==> src/rtl/tx_mac_control_pkg.sv <==
// Shared constants, state encoding and CRC-32 helper for the GMII transmit MAC.
package tx_mac_control_pkg;

  localparam int          DATA_WIDTH      = 8;
  localparam logic [7:0]  PREAMBLE_BYTE   = 8'h55;
  localparam logic [7:0]  SFD_BYTE        = 8'hD5;
  localparam logic [31:0] CRC32_CONSTANT  = 32'hDEBB20E3;
  localparam logic [31:0] CRC32_INIT      = 32'hFFFF_FFFF;
  localparam logic [31:0] CRC32_POLY_REFL = 32'hEDB8_8320;
  localparam int          PREAMBLE_BYTES  = 8;
  localparam int          MIN_FRAME_BYTES = 60;
  localparam int          MAX_DATA_BYTES  = 1514;
  localparam int          IFG_BYTES       = 12;

  typedef enum logic [2:0] {
    IDLE,
    PREAMBLE,
    DATA,
    PAD,
    FCS,
    DROP,
    IFG
  } state_t;

  // Reflected Ethernet CRC-32, one byte per call, LSB of the byte first.
  function automatic logic [31:0] crc32_next(input logic [31:0] crc,
                                             input logic [7:0]  data);
    logic [31:0] c;
    c = crc ^ {24'h0, data};
    for (int i = 0; i < 8; i++) begin
      c = c[0] ? ((c >> 1) ^ CRC32_POLY_REFL) : (c >> 1);
    end
    return c;
  endfunction

endpackage

==> src/rtl/tx_mac_control_if.sv <==
// Frame-side handshake and GMII transmit bundle for tx_mac_control.
interface tx_mac_control_if;
  import tx_mac_control_pkg::*;

  logic [DATA_WIDTH-1:0] frame_data_i;
  logic                  frame_valid_i;
  logic                  frame_sof_i;
  logic                  frame_eof_i;
  logic                  frame_error_i;
  logic                  frame_ready_o;
  logic [DATA_WIDTH-1:0] gmii_tx_data_o;
  logic                  gmii_tx_en_o;
  logic                  gmii_tx_er_o;
  logic [31:0]           tx_frame_count_o;
  logic [31:0]           tx_abort_count_o;

  modport master (
    output frame_data_i, frame_valid_i, frame_sof_i, frame_eof_i, frame_error_i,
    input  frame_ready_o, gmii_tx_data_o, gmii_tx_en_o, gmii_tx_er_o,
           tx_frame_count_o, tx_abort_count_o
  );

  modport slave (
    input  frame_data_i, frame_valid_i, frame_sof_i, frame_eof_i, frame_error_i,
    output frame_ready_o, gmii_tx_data_o, gmii_tx_en_o, gmii_tx_er_o,
           tx_frame_count_o, tx_abort_count_o
  );

endinterface

==> src/rtl/tx_mac_control.sv <==
// GMII transmit MAC: preamble/SFD insertion, padding to minimum size, FCS append,
// abort signalling and inter-frame gap, with registered GMII outputs.
//
// state    | meaning
// IDLE     | waiting for sof; non-sof bytes are drained and discarded
// PREAMBLE | emitting 0x55 bytes then the SFD
// DATA     | forwarding accepted payload bytes, checking for aborts
// PAD      | emitting 0x00 until the minimum frame length is reached
// FCS      | emitting the four CRC bytes, LSB first
// DROP     | discarding the rest of an aborted frame up to its eof
// IFG      | enforcing the inter-frame gap before returning to IDLE
module tx_mac_control
  import tx_mac_control_pkg::*;
(
  input  logic            switch_clk,
  input  logic            switch_rst_n,
  tx_mac_control_if.slave tx_if
);

  localparam logic [10:0] MIN_CNT  = 11'(MIN_FRAME_BYTES);
  localparam logic [10:0] MAX_CNT  = 11'(MAX_DATA_BYTES);
  localparam logic [10:0] SAT_CNT  = 11'h7FF;
  localparam logic [3:0]  IFG_LOAD = 4'(IFG_BYTES - 1);
  localparam logic [2:0]  PRE_LOAD = 3'(PREAMBLE_BYTES - 2);

  state_t      state_q, state_d;
  logic [2:0]  pre_cnt_q, pre_cnt_d;
  logic [10:0] byte_cnt_q, byte_cnt_d;
  logic [1:0]  fcs_idx_q, fcs_idx_d;
  logic [3:0]  ifg_cnt_q, ifg_cnt_d;
  logic [31:0] crc_q, crc_d;
  logic        err_q, err_d;
  logic        first_q, first_d;
  logic [7:0]  txd_q, txd_d;
  logic        txen_q, txen_d;
  logic        txer_q, txer_d;
  logic [31:0] frame_cnt_q, frame_cnt_d;
  logic [31:0] abort_cnt_q, abort_cnt_d;

  logic        valid, sof, eof;
  logic        ready_c;
  logic        data_abort;
  logic [10:0] cnt_inc;
  logic [31:0] fcs_word;

  assign valid    = tx_if.frame_valid_i;
  assign sof      = tx_if.frame_sof_i;
  assign eof      = tx_if.frame_eof_i;
  assign cnt_inc  = (byte_cnt_q == SAT_CNT) ? byte_cnt_q : byte_cnt_q + 11'd1;
  assign fcs_word = ~crc_q ^ {32{err_q}};

  assign data_abort = !valid || (sof && !first_q) || (cnt_inc > MAX_CNT);

  always_comb begin
    ready_c = 1'b0;
    case (state_q)
      IDLE:       ready_c = valid && !sof;
      DATA, DROP: ready_c = 1'b1;
      default:    ready_c = 1'b0;
    endcase
  end

  always_ff @(posedge switch_clk or negedge switch_rst_n) begin
    if (!switch_rst_n) state_q <= IDLE;
    else               state_q <= state_d;
  end

  always_comb begin
    state_d = state_q;
    case (state_q)
      IDLE:     if (valid && sof) state_d = PREAMBLE;
      PREAMBLE: if (pre_cnt_q == 3'd0) state_d = DATA;
      DATA: begin
        if (data_abort)  state_d = (valid && eof) ? IFG : DROP;
        else if (eof)    state_d = (cnt_inc < MIN_CNT) ? PAD : FCS;
      end
      PAD:      if (cnt_inc >= MIN_CNT) state_d = FCS;
      FCS:      if (fcs_idx_q == 2'd3) state_d = IFG;
      DROP:     if (valid && eof) state_d = IFG;
      IFG:      if (ifg_cnt_q == 4'd0) state_d = IDLE;
      default:  state_d = IDLE;
    endcase
  end

  always_comb begin
    txd_d       = 8'h00;
    txen_d      = 1'b0;
    txer_d      = 1'b0;
    crc_d       = crc_q;
    byte_cnt_d  = byte_cnt_q;
    pre_cnt_d   = pre_cnt_q;
    fcs_idx_d   = fcs_idx_q;
    ifg_cnt_d   = ifg_cnt_q;
    err_d       = err_q;
    first_d     = first_q;
    frame_cnt_d = frame_cnt_q;
    abort_cnt_d = abort_cnt_q;
    case (state_q)
      IDLE: begin
        crc_d      = CRC32_INIT;
        byte_cnt_d = 11'd0;
        fcs_idx_d  = 2'd0;
        err_d      = 1'b0;
        first_d    = 1'b1;
        // The first preamble byte leaves while the sof byte is still held.
        if (valid && sof) begin
          txd_d     = PREAMBLE_BYTE;
          txen_d    = 1'b1;
          pre_cnt_d = PRE_LOAD;
        end
      end
      PREAMBLE: begin
        txen_d = 1'b1;
        if (pre_cnt_q == 3'd0) begin
          txd_d = SFD_BYTE;
        end else begin
          txd_d     = PREAMBLE_BYTE;
          pre_cnt_d = pre_cnt_q - 3'd1;
        end
      end
      DATA: begin
        if (data_abort) begin
          txen_d      = 1'b1;
          txer_d      = 1'b1;
          abort_cnt_d = abort_cnt_q + 32'd1;
          if (valid && eof) ifg_cnt_d = IFG_LOAD;
        end else begin
          txd_d      = tx_if.frame_data_i;
          txen_d     = 1'b1;
          crc_d      = crc32_next(crc_q, tx_if.frame_data_i);
          byte_cnt_d = cnt_inc;
          first_d    = 1'b0;
          if (eof) err_d = tx_if.frame_error_i;
        end
      end
      PAD: begin
        txen_d     = 1'b1;
        crc_d      = crc32_next(crc_q, 8'h00);
        byte_cnt_d = cnt_inc;
      end
      FCS: begin
        txen_d    = 1'b1;
        txd_d     = fcs_word[{fcs_idx_q, 3'b000} +: 8];
        fcs_idx_d = fcs_idx_q + 2'd1;
        if (fcs_idx_q == 2'd3) begin
          frame_cnt_d = frame_cnt_q + 32'd1;
          ifg_cnt_d   = IFG_LOAD;
        end
      end
      DROP: begin
        if (valid && eof) ifg_cnt_d = IFG_LOAD;
      end
      IFG: begin
        if (ifg_cnt_q != 4'd0) ifg_cnt_d = ifg_cnt_q - 4'd1;
      end
      default: ;
    endcase
  end

  always_ff @(posedge switch_clk or negedge switch_rst_n) begin
    if (!switch_rst_n) begin
      pre_cnt_q   <= 3'd0;
      byte_cnt_q  <= 11'd0;
      fcs_idx_q   <= 2'd0;
      ifg_cnt_q   <= 4'd0;
      crc_q       <= CRC32_INIT;
      err_q       <= 1'b0;
      first_q     <= 1'b0;
      txd_q       <= 8'h00;
      txen_q      <= 1'b0;
      txer_q      <= 1'b0;
      frame_cnt_q <= 32'd0;
      abort_cnt_q <= 32'd0;
    end else begin
      pre_cnt_q   <= pre_cnt_d;
      byte_cnt_q  <= byte_cnt_d;
      fcs_idx_q   <= fcs_idx_d;
      ifg_cnt_q   <= ifg_cnt_d;
      crc_q       <= crc_d;
      err_q       <= err_d;
      first_q     <= first_d;
      txd_q       <= txd_d;
      txen_q      <= txen_d;
      txer_q      <= txer_d;
      frame_cnt_q <= frame_cnt_d;
      abort_cnt_q <= abort_cnt_d;
    end
  end

  // Ready is combinational (IDLE drain depends on the input), so it is gated
  // by reset to stay low while reset is held.
  assign tx_if.frame_ready_o    = ready_c & switch_rst_n;
  assign tx_if.gmii_tx_data_o   = txd_q;
  assign tx_if.gmii_tx_en_o     = txen_q;
  assign tx_if.gmii_tx_er_o     = txer_q;
  assign tx_if.tx_frame_count_o = frame_cnt_q;
  assign tx_if.tx_abort_count_o = abort_cnt_q;

endmodule

==> src/flat_wrapper.sv <==
// flat-port wrapper written by rule: the top's interface ports become plain ports
module tx_mac_control_flat import tx_mac_control_pkg::*;
  (switch_clk, switch_rst_n, tx_if_frame_data_i, tx_if_frame_valid_i, tx_if_frame_sof_i, tx_if_frame_eof_i, tx_if_frame_error_i, tx_if_frame_ready_o, tx_if_gmii_tx_data_o, tx_if_gmii_tx_en_o, tx_if_gmii_tx_er_o, tx_if_tx_frame_count_o, tx_if_tx_abort_count_o);
  tx_mac_control_if tx_if_i ();
  input  logic switch_clk;
  input  logic switch_rst_n;
  input wire logic [$bits(tx_if_i.frame_data_i)-1:0] tx_if_frame_data_i;
  input wire logic [$bits(tx_if_i.frame_valid_i)-1:0] tx_if_frame_valid_i;
  input wire logic [$bits(tx_if_i.frame_sof_i)-1:0] tx_if_frame_sof_i;
  input wire logic [$bits(tx_if_i.frame_eof_i)-1:0] tx_if_frame_eof_i;
  input wire logic [$bits(tx_if_i.frame_error_i)-1:0] tx_if_frame_error_i;
  output wire logic [$bits(tx_if_i.frame_ready_o)-1:0] tx_if_frame_ready_o;
  output wire logic [$bits(tx_if_i.gmii_tx_data_o)-1:0] tx_if_gmii_tx_data_o;
  output wire logic [$bits(tx_if_i.gmii_tx_en_o)-1:0] tx_if_gmii_tx_en_o;
  output wire logic [$bits(tx_if_i.gmii_tx_er_o)-1:0] tx_if_gmii_tx_er_o;
  output wire logic [$bits(tx_if_i.tx_frame_count_o)-1:0] tx_if_tx_frame_count_o;
  output wire logic [$bits(tx_if_i.tx_abort_count_o)-1:0] tx_if_tx_abort_count_o;
  assign tx_if_i.frame_data_i = tx_if_frame_data_i;
  assign tx_if_i.frame_valid_i = tx_if_frame_valid_i;
  assign tx_if_i.frame_sof_i = tx_if_frame_sof_i;
  assign tx_if_i.frame_eof_i = tx_if_frame_eof_i;
  assign tx_if_i.frame_error_i = tx_if_frame_error_i;
  assign tx_if_frame_ready_o = tx_if_i.frame_ready_o;
  assign tx_if_gmii_tx_data_o = tx_if_i.gmii_tx_data_o;
  assign tx_if_gmii_tx_en_o = tx_if_i.gmii_tx_en_o;
  assign tx_if_gmii_tx_er_o = tx_if_i.gmii_tx_er_o;
  assign tx_if_tx_frame_count_o = tx_if_i.tx_frame_count_o;
  assign tx_if_tx_abort_count_o = tx_if_i.tx_abort_count_o;
  tx_mac_control u_core (.switch_clk(switch_clk), .switch_rst_n(switch_rst_n), .tx_if(tx_if_i));
endmodule
==> config.mk <==
export PLATFORM = sky130hd
export DESIGN_NAME = tx_mac_control_flat
export DESIGN_NICKNAME = d
export VERILOG_FILES = /design/src/rtl/tx_mac_control_pkg.sv /design/src/rtl/tx_mac_control_if.sv /design/src/rtl/tx_mac_control.sv /design/src/flat_wrapper.sv
export SDC_FILE = /design/constraint.sdc
export NUM_CORES = 1
export LEC_CHECK = 0
export ABC_AREA = 1
export CELL_PAD_IN_SITES_DETAIL_PLACEMENT = 1
export CELL_PAD_IN_SITES_GLOBAL_PLACEMENT = 1
export CORE_ASPECT_RATIO = 0.75
export CORE_UTILIZATION = 46
export DETAILED_ROUTE_END_ITERATION = 7
export PLACE_DENSITY = 0.87
export RECOVER_POWER = 50
export SKIP_LAST_GASP = 1
export SLEW_MARGIN = 30
export SYNTH_ARGS = -nofsm -noshare
export SYNTH_HDL_FRONTEND = slang
export SYNTH_SLANG_ARGS = --single-unit
export TNS_END_PERCENT = 100
==> constraint.sdc <==
create_clock -name switch_clk -period 3.6 [get_ports switch_clk]
set_input_delay 0.72 -clock switch_clk [delete_from_list [all_inputs] [get_ports switch_clk]]
set_output_delay 0.72 -clock switch_clk [all_outputs]
set_load 0.1 [all_outputs]
==> metrics, run 1 <==
failing checks=capacitance limit, slew limit; global-route usage over all layers=31.3%; die width=164 um; compound-cell area share of the yosys netlist=9.86%; Simple-Gate Fraction of Synth Area=26.4%; mux cell area share after synthesis=0.124%; maximum clock insertion buffer count=2; Post-Syn Nets=1208; highest-count cells in the layout ignoring fill and taps=nand2_1 (290), inv_1 (126), xor2_1 (122), nor2_1 (106), dfrtp_1 (99); RSZ-0062 raised after global routing=no; setup bufs post-CTS=0; CP max FO=54; CTS HTree Levels=4; Die H=123 um; sequential-to-total area share from yosys stat=36.7%; Total Negative Setup Slacks=0 ns; Req. time, crit path=3.96 ns; drt pass-1 iters=5; violation count after the first detailed-route iteration=809; initial core utilization=46.8%; Cell Area, Synth=around 0.009 mm^2; top-area cell type share of the netlist area=roughly 27%; Synth area leaders=dfrtp_1 (27%), nand2_1 (12%), xor2_1 (12%); ANT nets after route=0; Gate power share=61.1%; adder-cell area share of the yosys netlist=less than 1%; Slew @ Worst Pin=1.86 ns; critical path capture point type=register; GR Overflow Total=0; Leak=4.91 nW; multi-input logic area=0.00494 mm^2; highest clock rate=329 MHz; FF-to-FF Start=u_core.byte_cnt_q[0]; sequential power share=23.1%; core area=0.0193 mm^2; fin crit share=84.4%; total number of clock tree sinks=between 100 and 150; Worst path slowest cell=nand2_4; Final Net Count=1290; Ports=89; largest family of logic cells by synthesized area=simple AND/OR/NAND/NOR gates; Hold Crit Class=register to register; reg2reg end=u_core.crc_q[31]; Final GP Congestion=0.898; Worst Path Arrival=3.40 ns; Avg Vias per Cell=5.61; TritonCTS buffer count=17; hold endpoint=u_core.tx_if.tx_frame_count_o[31]; clock root buffer=clkbuf_16; worst-case vdd ir drop=0.702 mV; CTS resizes=0; hpwl dp=21500 um; area leader, netlist=dfrtp_1; hold depth=1; DRT Wirelength=29900 um; Area Growth Syn to Fin=17.4%; Worst-path clk slew=0.06 ns; Max Slew Vio Count=between 100 and 150; CTS hold repair buffers=0; CP max stage delay=0.49 ns; layout cells sized above 1=under 10%; max cap viols=2; final worst path period need=3.04 ns; Startpoint Class=register; WS Path Type=register to register; Reg area=about 0.0033 mm^2; vias in the first global route=8702; status=complete, but fails checks; Skew-Pair Late Insertion Delay=0.46 ns; final cell count without fillers=roughly 1500; CTS tree=yes; critical path cell sequence=ha_1 > nand2_1 > nor2_4 > nand3_2 > nand2_1 > nand3_1 > nor2_1 > nand2_1 > nand2_1 > nand2_2 > nand2_4 > nand2_8 > nand2_4 > nor2_1 > a21oi_1; Mapped Cells=1187; DRC violations left=0; Fin. Hold Viols=0; vias=approximately 8600; Reg2Reg Depth=15; final setup vio count=0; Synth Area in XOR/XNOR=between 15 and 20%; # rows=44; diodes inserted=0; slew margin rel.=-23.8%; Clock Skews=0.0155 ns; die area=just over 0.02 mm^2; worst hold start=u_core.tx_if.tx_frame_count_o[31]; Synth warnings=0; crit path launch=u_core.byte_cnt_q[0]; initial antenna violation count=0; pwr/cell area=1040 mW/mm^2; CP dominant cell by count=nand2_1; Int Pwr=5.12 mW; Switching Share=roughly 54%; sw power=approximately 6 mW; Cells after DPL=1503; average wire per standard cell=around 20 um; syn_area_per_cell=between 7 and 8 um^2; first-pass GRT wire length=roughly 48000 um; pin count of the biggest net entering global routing=71; post-synthesis cell type count=54; R2R Setup Slk=0.56 ns; commonest non-fill, non-tap cell in the layout=nand2_1; I/O Buffers=88; Clock power frac=15.8%; Fill cells=2440; #FFs+latches synth=between 100 and 150
-- how the worst max path moves through the flow --
stage	slack, ns	cells past startpoint	end
floorplan	0.23	5	tx_if_frame_ready_o
global placement	0.59	11	u_core.crc_q[15]
detailed placement	0.57	11	u_core.crc_q[15]
CTS	0.60	4	tx_if_frame_ready_o
global route	0.17	11	u_core.tx_if.tx_frame_count_o[29]
finish	0.56	15	u_core.crc_q[31]
-- per-layer routing --
layer / vias up / share of wire [%] / GRT usage, %
li1: 3954 / - / -
met1: 4306 / 46 / 43.3
met2: 293 / 45 / 48.9
met3: 55 / 6.7 / 6.34
met4: 0 / 2.0 / 10.5
met5: - / 0 / 0
-- per-stage QoR --
step           cell area, um^2  total power [mW]  hold slack, ns  worst slack, ns  util (%)
3_3_place_gp             10100              8.92           0.461            0.591      52.2
4_1_cts                  10700              11.0           0.480            0.600      55.2
5_1_grt                  10600              11.8           0.489            0.170      55.0
3_5_place_dp             10100              9.16           0.467            0.565      52.2
6_report                 10600              11.1           0.473            0.562      55.0
2_1_floorplan             9040              7.57           0.424            0.230         -
-- critical path: cells and delay by family (launching register included) --
kind / cells / cell delay [ns]
and+or+nand+nor: 13 / 2.03
AOI/OAI and AO/OA: 1 / 0.18
adders and majority gates: 1 / 0.27
DFF: 1 / 0.48
-- final cells by class --
type	instances	share of cell area [%]
multi-input cells	883	46.5
flip-flops and latches	131	31.2
repair buffers	100	9.00
inverters	136	4.88
clock buffers	18	4.04
well taps	253	2.98
clock inverters	14	1.39
-- power by group through the flow --
stage	logic [mW]	registers (mW)	clock network, mW
after global routing	7.33	2.60	1.82
after global placement	6.38	2.54	0
after floorplan	4.54	3.03	0
after CTS	6.71	2.55	1.77
after detailed placement	6.60	2.56	0
final	6.77	2.56	1.75
-- sequential cells by signal, indices dropped and copies added, names as in the netlist, 2 cells and up --
name                           flops
u_core.byte_cnt_q                 11
u_core.crc_q                      32
u_core.fcs_idx_q                   2
u_core.ifg_cnt_q                   4
u_core.pre_cnt_q                   3
u_core.state_q                     3
u_core.tx_if.gmii_tx_data_o        8
u_core.tx_if.tx_abort_count_o     32
u_core.tx_if.tx_frame_count_o     32
-- kinds of logic (layout without fill, tap and decap cells) --
kind of cell	Yosys count	after routing
mux	1	1
flops	131	131
buf+inv	173	268
fa+ha+maj	7	7
xor+xnor	171	171
simple gates	548	548
compound gates	156	156
-- synthesized netlist by cell type (all sizes together) --
cell type and number:
dfstp 32, inv 134, nand3 71, nor3 35, nor4 8, a221oi 2, o211ai 7, a2111oi 1
nand3b 1, nor3b 1, xor2 124, xnor2 47, a31oi 1, a21o 2, o22ai 11, clkbuf 12
buf 25, nor2 111, o21ai 65, o221ai 2, nand4 14, o21a 5, a21boi 1, ha 7
a22oi 2, or2 7, clkinv 2, a211oi 3, nand2 299, and3 1, mux2 1, o21bai 2
a21oi 52, dfrtp 99
Note: power is estimated with default switching activity, not from simulation.
==> inputs of run 2 (changes only) <==
--- a/config.mk
+++ b/config.mk
@@ -9,9 +9,9 @@
 export CELL_PAD_IN_SITES_DETAIL_PLACEMENT = 1
 export CELL_PAD_IN_SITES_GLOBAL_PLACEMENT = 1
 export CORE_ASPECT_RATIO = 0.75
-export CORE_UTILIZATION = 46
+export CORE_UTILIZATION = 43
 export DETAILED_ROUTE_END_ITERATION = 7
-export PLACE_DENSITY = 0.87
+export PLACE_DENSITY = 0.82
 export RECOVER_POWER = 50
 export SKIP_LAST_GASP = 1
 export SLEW_MARGIN = 30
==> constraint.sdc (replaced) <==
create_clock -name switch_clk -period 2.9 [get_ports switch_clk]
set_input_delay 0.58 -clock switch_clk [delete_from_list [all_inputs] [get_ports switch_clk]]
set_output_delay 0.58 -clock switch_clk [all_outputs]
set_load 0.1 [all_outputs]
==> run 2 against run 1 <==
Compared with the run above:
- the flow still finishes with violations (capacitance limit, slew limit)
- largest cell class unchanged
- highest routed layer unchanged
- critical path depth rose by 3
- final cell count is 3.4% higher
- setup slack worse by 0.32 ns
- sequential share of layout area decreased by 0.070 points
- combinational power is 32% higher
- largest power group unchanged
==> metrics, run 2 (synthesized netlist as in run 1, its figures left out) <==
DP Area=0.0102 mm^2; Worst-path clk slew=0.06 ns; I/O Buffers=just under 90; CP delay by family, top=simple AND/OR/NAND/NOR gates; Switching Share=53.3%; Worst Path Arrival=3.02 ns; final setup vio count=0; initial core utilization=roughly 44%; diodes inserted=0; Worst path slowest cell=dfrtp_1; layout cells sized above 1=about 15%; total number of clock tree sinks=131; Hold Crit Class=register to register; highest-count cells in the layout ignoring fill and taps=nand2_1 (289), inv_1 (127), xor2_1 (122), nor2_1 (104), dfrtp_1 (99); die area=0.0216 mm^2; final cell count without fillers=1587; Skew-Pair Late Insertion Delay=0.43 ns; WS Path Type=register to register; vias in the first global route=8774; slew margin rel.=-24.2%; ANT nets after route=0; Reg2Reg Depth=18; CTS tree=yes; worst-case vdd ir drop=0.706 mV; Finished Cell Area=0.0106 mm^2; max cap viols=1; Req. time, crit path=roughly 3.3 ns; hpwl dp=~23000 um; CP max FO=28; Util after Layout=52.1%; Avg Vias per Cell=5.43; Final Net Count=1313; sequential power share=22.2%; Max Slew Vio Count=between 100 and 150; maximum clock insertion buffer count=2; Startpoint Class=register; CP dominant cell by count=nand2_1; first-pass GRT wire length=between 40000 and 50000 um; CTS HTree Levels=4; pwr/cell area=about 1300 mW/mm^2; die width=between 150 and 200 um; Int Pwr=6.66 mW; Total Negative Setup Slacks=0 ns; final worst path period need=2.66 ns; Ports=89; global-route usage over all layers=29.3%; core area=a little over 0.02 mm^2; Final GP Congestion=roughly 0.94; hold depth=1; initial antenna violation count=0; status=complete, but fails checks; highest clock rate=376 MHz; Area Growth Syn to Fin=17.7%; TritonCTS buffer count=17; Gate power share=62.4%; Die H=approximately 130 um; setup bufs post-CTS=0; Slew @ Worst Pin=1.86 ns; clock root buffer=clkbuf_16; Cells after DPL=1555; sw power=7.62 mW; Clock power frac=15.4%; # rows=between 40 and 50; Clock Skews=0.0104 ns; CP max stage delay=0.42 ns; DRT Wirelength=30600 um; RSZ-0062 raised after global routing=no; failing checks=capacitance limit, slew limit; critical path cell sequence=ha_1 > nand2_1 > nor2_4 > nand3_4 > inv_1 > nand2_1 > nand2_1 > nand3_1 > nand2_1 > nand2_1 > nand2_1 > nand2_2 > nand2_4 > nand2_8 > nand2_4 > buf_12 > nand2_1 > o21a_1; vias=between 8000 and 9000; violation count after the first detailed-route iteration=604; drt pass-1 iters=5; DRC violations left=0; Leak=5.09 nW; CP Depth=18; Fin. Hold Viols=0; fin crit share=between 90% and 100%; CP bufs+invs=2; average wire per standard cell=19.3 um; GR Overflow Total=0; pin count of the biggest net entering global routing=around 130; critical path capture point type=register; commonest non-fill, non-tap cell in the layout=nand2_1
[run 2: metal layers]
layer	global-route usage, %	up-vias	part of all wire [%]
met5	0	-	0
met4	7.90	0	1.4
met3	5.86	43	6.9
met2	44.9	306	44
met1	41.9	4271	48
li1	-	4000	-
[run 2: through the flow]
stage / power, mW / hold slack, ns / worst slack [ns]
final: 14.3 / 0.480 / 0.241
after global routing: 15.2 / 0.502 / 0.0301
after CTS: 14.2 / 0.315 / 0.0714
after detailed placement: 11.9 / 0.478 / 0.101
after global placement: 11.5 / 0.463 / 0.165
after floorplan: 9.40 / 0.284 / 0.262
[run 2: worst paths after layout]
kind	startpoint	to	slack, ns
setup / recovery	u_core.byte_cnt_q[1]	u_core.crc_q[20]	0.24
hold / removal	u_core.tx_if.tx_frame_count_o[31]	u_core.tx_if.tx_frame_count_o[31]	0.48
setup reg to reg	u_core.byte_cnt_q[1]	u_core.crc_q[20]	0.24
hold reg to reg	u_core.tx_if.tx_frame_count_o[31]	u_core.tx_if.tx_frame_count_o[31]	0.48
max in group asynchronous	switch_rst_n	u_core.byte_cnt_q[8]	0.80
min in group asynchronous	switch_rst_n	u_core.tx_if.tx_abort_count_o[11]	0.92
[run 2: cell type report]
class | count | area, um^2
tap | 282 | 353
fill | 2583 | 9790
timing repair buffer | 123 | 897
inverter | 136 | 518
clock inverter | 14 | 156
clock buffer | 18 | 429
multi-input combinational | 883 | 4970
sequential | 131 | 3320
[run 2: power groups by stage]
stage | Sequential, mW | Combinational, mW | Clock [mW]
2_1_floorplan | 3.76 | 5.64 | 0
3_3_place_gp | 3.15 | 8.40 | 0
3_5_place_dp | 3.17 | 8.71 | 0
4_1_cts | 3.15 | 8.82 | 2.24
5_1_grt | 3.22 | 9.62 | 2.32
6_report | 3.17 | 8.91 | 2.21
[run 2: repair_timing]
action                                  CTS  global route
gates resized for setup                   0             3
hold buffers                              0             0
hold endpoints to repair                  0             0
endpoints found under the setup margin    0            32
